## src/rtl/cluster_resp_merge.sv

```systemverilog
// cluster_resp_merge: merges the in-order response streams of NrClusters Ara
// clusters into one response toward CVA6. Each cluster feeds a small FIFO.
// Once every FIFO holds the oldest response, a single registered response is
// emitted and all FIFO heads are popped together.
// Optional build macro: CLUSTER_RESP_MERGE_CHECK_EN adds a sticky mismatch_o
// flag. It is set when the cluster results of a merged response disagree.
module cluster_resp_merge #(
  parameter int NrClusters = 4,
  parameter int DataWidth  = 64,
  parameter int CauseWidth = 6,
  parameter int FifoDepth  = 4
) (
  input  logic                                  clk_i,
  input  logic                                  rst_i,
  input  logic [NrClusters-1:0]                 clus_valid_i,
  output logic [NrClusters-1:0]                 clus_ready_o,
  input  logic [NrClusters-1:0][DataWidth-1:0]  clus_result_i,
  input  logic [NrClusters-1:0]                 clus_exc_i,
  input  logic [NrClusters-1:0][CauseWidth-1:0] clus_cause_i,
  output logic                                  resp_valid_o,
  input  logic                                  resp_ready_i,
  output logic [DataWidth-1:0]                  resp_result_o,
  output logic                                  resp_exc_o,
  output logic [CauseWidth-1:0]                 resp_cause_o,
  output logic [$clog2(NrClusters)-1:0]         resp_src_o
`ifdef CLUSTER_RESP_MERGE_CHECK_EN
  ,
  output logic                                  mismatch_o
`endif
);

  localparam int AddrW = $clog2(FifoDepth);
  localparam int PtrW  = AddrW + 1;
  localparam int SrcW  = $clog2(NrClusters);

  // Pointers carry one extra wrap bit so that full and empty can be told apart.
  logic [NrClusters-1:0][PtrW-1:0] wr_ptr, rd_ptr;

  logic [DataWidth-1:0]  mem_result [NrClusters][FifoDepth];
  logic                  mem_exc    [NrClusters][FifoDepth];
  logic [CauseWidth-1:0] mem_cause  [NrClusters][FifoDepth];

  logic [NrClusters-1:0]                 full, empty, push;
  logic [NrClusters-1:0][DataWidth-1:0]  head_result;
  logic [NrClusters-1:0]                 head_exc;
  logic [NrClusters-1:0][CauseWidth-1:0] head_cause;
  logic                                  heads_ok, load;

  logic                  nxt_exc;
  logic [CauseWidth-1:0] nxt_cause;
  logic [SrcW-1:0]       nxt_src;
  logic                  found;

  // FIFO status, push qualification and head read for every cluster
  always_comb begin
    for (int c = 0; c < NrClusters; c++) begin
      full[c]        = (wr_ptr[c][PtrW-1] != rd_ptr[c][PtrW-1]) &&
                       (wr_ptr[c][AddrW-1:0] == rd_ptr[c][AddrW-1:0]);
      empty[c]       = (wr_ptr[c] == rd_ptr[c]);
      push[c]        = clus_valid_i[c] && !full[c];
      head_result[c] = mem_result[c][rd_ptr[c][AddrW-1:0]];
      head_exc[c]    = mem_exc[c][rd_ptr[c][AddrW-1:0]];
      head_cause[c]  = mem_cause[c][rd_ptr[c][AddrW-1:0]];
    end
  end

  // Ready depends only on occupancy, so a full FIFO refuses a push even in a popping cycle.
  assign clus_ready_o = ~full;
  assign heads_ok     = ~|empty;
  assign load         = heads_ok && (!resp_valid_o || resp_ready_i);

  // Pointer update: push on handshake, pop all FIFOs together on load
  always_ff @(posedge clk_i or posedge rst_i) begin
    // NOTE: sequential state uses non-blocking assignments only, so every flop samples pre-edge values.
    if (rst_i) begin
      wr_ptr <= '0;
      rd_ptr <= '0;
    end else begin
      for (int c = 0; c < NrClusters; c++) begin
        if (push[c]) wr_ptr[c] <= wr_ptr[c] + PtrW'(1);
        if (load)    rd_ptr[c] <= rd_ptr[c] + PtrW'(1);
      end
    end
  end

  // FIFO storage write
  // NOTE: storage has no reset; the pointers alone decide which entries are valid.
  always_ff @(posedge clk_i) begin
    for (int c = 0; c < NrClusters; c++) begin
      if (push[c]) begin
        mem_result[c][wr_ptr[c][AddrW-1:0]] <= clus_result_i[c];
        mem_exc[c][wr_ptr[c][AddrW-1:0]]    <= clus_exc_i[c];
        mem_cause[c][wr_ptr[c][AddrW-1:0]]  <= clus_cause_i[c];
      end
    end
  end

  // Exception merge: OR of flags, cause and source from the lowest excepting cluster
  always_comb begin
    // NOTE: every variable gets a default first, so no latch can be inferred.
    found     = 1'b0;
    nxt_exc   = 1'b0;
    nxt_cause = '0;
    nxt_src   = '0;
    for (int c = 0; c < NrClusters; c++) begin
      if (head_exc[c] && !found) begin
        found     = 1'b1;
        nxt_exc   = 1'b1;
        nxt_cause = head_cause[c];
        nxt_src   = SrcW'(c);
      end
    end
  end

  // Output register: load merged heads, otherwise drop valid once accepted
  always_ff @(posedge clk_i or posedge rst_i) begin
    if (rst_i) begin
      resp_valid_o  <= 1'b0;
      resp_result_o <= '0;
      resp_exc_o    <= 1'b0;
      resp_cause_o  <= '0;
      resp_src_o    <= '0;
    end else if (load) begin
      resp_valid_o  <= 1'b1;
      resp_result_o <= head_result[0];
      resp_exc_o    <= nxt_exc;
      resp_cause_o  <= nxt_cause;
      resp_src_o    <= nxt_src;
    end else if (resp_ready_i) begin
      resp_valid_o  <= 1'b0;
    end
  end

`ifdef CLUSTER_RESP_MERGE_CHECK_EN
  logic            mis_any;
  logic [SrcW-1:0] mis_idx;

  // Find the first cluster whose head result disagrees with cluster 0
  always_comb begin
    mis_any = 1'b0;
    mis_idx = '0;
    for (int c = 1; c < NrClusters; c++) begin
      if (head_result[c] != head_result[0] && !mis_any) begin
        mis_any = 1'b1;
        mis_idx = SrcW'(c);
      end
    end
  end

  // Sticky mismatch flag, sampled only when a response is merged
  always_ff @(posedge clk_i or posedge rst_i) begin
    if (rst_i)               mismatch_o <= 1'b0;
    else if (load && mis_any) mismatch_o <= 1'b1;
  end

`ifndef SYNTHESIS
  // Simulation report naming the disagreeing cluster
  always_ff @(posedge clk_i) begin
    if (!rst_i && load && mis_any)
      $error("cluster_resp_merge: result mismatch from cluster %0d", mis_idx);
  end
`endif
`endif

endmodule

```

## config.mk

```make
export PLATFORM = sky130hd
export DESIGN_NAME = cluster_resp_merge
export DESIGN_NICKNAME = d
export VERILOG_FILES = /design/src/rtl/cluster_resp_merge.sv
export SDC_FILE = /design/constraint.sdc
export NUM_CORES = 1
export LEC_CHECK = 0
export CORE_ASPECT_RATIO = 1.4
export CORE_UTILIZATION = 50
export CTS_CLUSTER_SIZE = 12
export DETAILED_ROUTE_END_ITERATION = 10
export HOLD_SLACK_MARGIN = 0.05
export PLACE_DENSITY_LB_ADDON = 0.08
export SLEW_MARGIN = 20
export SYNTH_ARGS = -nofsm -noshare
export SYNTH_HDL_FRONTEND = slang
export SYNTH_SLANG_ARGS = --single-unit
```

## constraint.sdc

```tcl
create_clock -name clk_i -period 5.3 [get_ports clk_i]
set_input_delay 1.59 -clock clk_i [delete_from_list [all_inputs] [get_ports clk_i]]
set_output_delay 1.59 -clock clk_i [all_outputs]
set_load 0.1 [all_outputs]
```

==> impl_metrics.tcl <==
set metrics [dict create \
    synth.avg_cell_area_um2 21.7 \
    drc 0 \
    hold_class "flip-flop to flip-flop" \
    path_clk_slew_ns 0.06 \
    worstSkewPairLatency_ns 0.55 \
    grt.total_usage_pct 19.9 \
    cts-hold-fix-buffers 0 \
    post_cts_buffers 0 \
    io_buffers 176 \
    worst_slew_pin_slew_ns 1.09 \
    syn_nets 1123 \
    cts_buffers 46 \
    crit_path_start_kind "flip-flop" \
    dieArea_um2 36000 \
    multi_input_comb_area_um2 3920 \
    grt_pass1_wl_um 53000 \
    slew_violations 0 \
    required_ns 3.71 \
    fill_cells 2590 \
    cts-htree-levels 2 \
    dr.first_iter.drc_count 455 \
    drt_wl_total_um 34300 \
    setup_violations 0 \
    cp-end-kind "output pin" \
    synth_top_area_cell "edfxtp_1" \
    syn_to_final_growth_pct 21.2 \
    crit_type "flip-flop to output pin" \
    synth-edff-count 368 \
    outcome "completed" \
    cp.arrival_ns 2.72 \
    register_area_um2 13500 \
    place_congestion 0.718 \
    first_global_vias 8937 \
    clock_tree.root_cell "clkbuf_16" \
    yosysSeqAreaShare_pct 76.6 \
    fin_skew_ns 0.0164 \
    synth_seq_cells 466 \
    finalCritPeriodShare_pct 81.3 \
    cts_tree "done" \
    drtAntennaViolNets 0 \
    fin_setup_tns_ns 0 \
    synth.most_common_cell "edfxtp_1" \
    antenna_found_initial 5 \
    timing.slew.headroom_pct 27.2 \
    syn-instance-count 812 \
    fin_util_pct 61.2 \
    crit_path_max_fanout 10 \
    hpwl_um 20700 \
    cts.sinks 466 \
    drt-pass1-iter-count 4 \
    synthTopCellsByArea "edfxtp_1, dfrtp_1, mux4_2" \
    hold_ws_ns 0.484 \
    wl_per_cell_um 22.8 \
    drv_cap 0 \
    cts_resized 0 \
    design_area_um2 21400 \
    synthTopCellsByCount "edfxtp_1, dfrtp_1, mux4_2, mux2_2, ha_1" \
    grt_max_degree 52 \
    rsz0062_at_grt "false" \
    yosysWarnings 0 \
    synth_top_area_share_pct 62.7 \
    die_w_um 161 \
    hold_viol 0 \
    ys.flop_type "edfxtp_1" \
    drive_above_1_share_pct 23.2 \
    nets 1325 \
    async_flop_share_pct 21.0 \
    synth_area_um2 17600 \
    vias 8241 \
    fin_crit_ns 4.31 \
    grt_overflow 0 \
    start_util_pct 50.5 \
    ios 369 \
    fp.dieH_um 224 \
    dpl-instance-area_um2 20000 \
    vias_per_cell 5.46 \
    clockBufferDepth 3 \
    yosysUniqueCellTypes 30 \
    max_freq_ghz 0.232 \
    core-area_um2 34900 \
    rows 81 \
]
-- routing by layer --
metal	track usage, %	vias up	wire length, um
li1	-	3676	-
met1	25.3	4300	13800
met2	32.2	206	16900
met3	6.59	55	2760
met4	6.82	4	842
met5	0	-	34
-- placed cells by master, fill, tap and decap left out, types with 7 or more instances in the layout --
master,n
a21oi_1,8
and3_1,12
buf_4,7
clkbuf_1,28
clkbuf_16,46
clkdlybuf4s50_1,175
dfrtp_1,96
edfxtp_1,368
ha_1,20
inv_1,12
mux2_2,75
mux4_2,92
nand2_1,11
nand3_1,8
nor2_1,8
xnor2_1,19
xor2_1,9
-- worst max-delay path, stage by stage, from the launching register on --
cell and delay, ns:
dfrtp_1 0.62, xnor2_1 0.16, nand3_1 0.21, clkdlybuf4s50_1 1.18
-- registers in the layout, indices dropped and copies added, names as in the netlist, 2 cells and up --
register       count
mem_cause         96
mem_exc           16
mem_result       256
rd_ptr            12
resp_cause_o       6
resp_result_o     64
resp_src_o         2
wr_ptr            12
-- cell type report --
| class | instances | share of cell area [%] |
|---|---|---|
| inverter | 13 | 0.240 |
| tap | 456 | 2.67 |
| sequential | 466 | 63.3 |
| clock inverter | 5 | 0.217 |
| antenna | 3 | 0.0352 |
| timing repair buffer | 188 | 9.01 |
| multi-input combinational | 299 | 18.3 |
| clock buffer | 79 | 6.21 |
-- cells by family (layout without fill, tap and decap cells) --
family	Yosys count	count (layout)	share of synthesized area (%)
xor+xnor	28	28	1.39
fa+ha+maj	20	20	1.42
flops	466	466	76.6
other cells	0	3	0
compound gates	27	27	0.951
mux	169	169	16.7
simple gates	55	55	1.68
buf+inv	47	285	1.26
-- stage by stage --
step	setup WS [ns]	instances
after floorplan	1.15	812
after CTS	0.907	1506
after global routing	0.801	1507
final	0.991	1509
after detailed placement	1.35	1422
after global placement	1.33	1422
-- path summary, 6_finish.rpt --
path                                 from           endpoint  slack [ns]  cells past startpoint
worst max-delay path            rd_ptr[4]    clus_ready_o[1]        0.99                      3
worst min-delay path            wr_ptr[2]          wr_ptr[2]        0.48                      1
worst max register to register  rd_ptr[0]    resp_cause_o[1]        2.16                      6
worst min register to register  wr_ptr[2]          wr_ptr[2]        0.48                      1
max in group asynchronous           rst_i  resp_result_o[49]        3.02                      3
min in group asynchronous           rst_i   resp_result_o[5]        1.51                      2
Power is left out: the tool's default activity adds up to more than one toggle a clock period on the data nets, which glitch-free logic cannot reach.
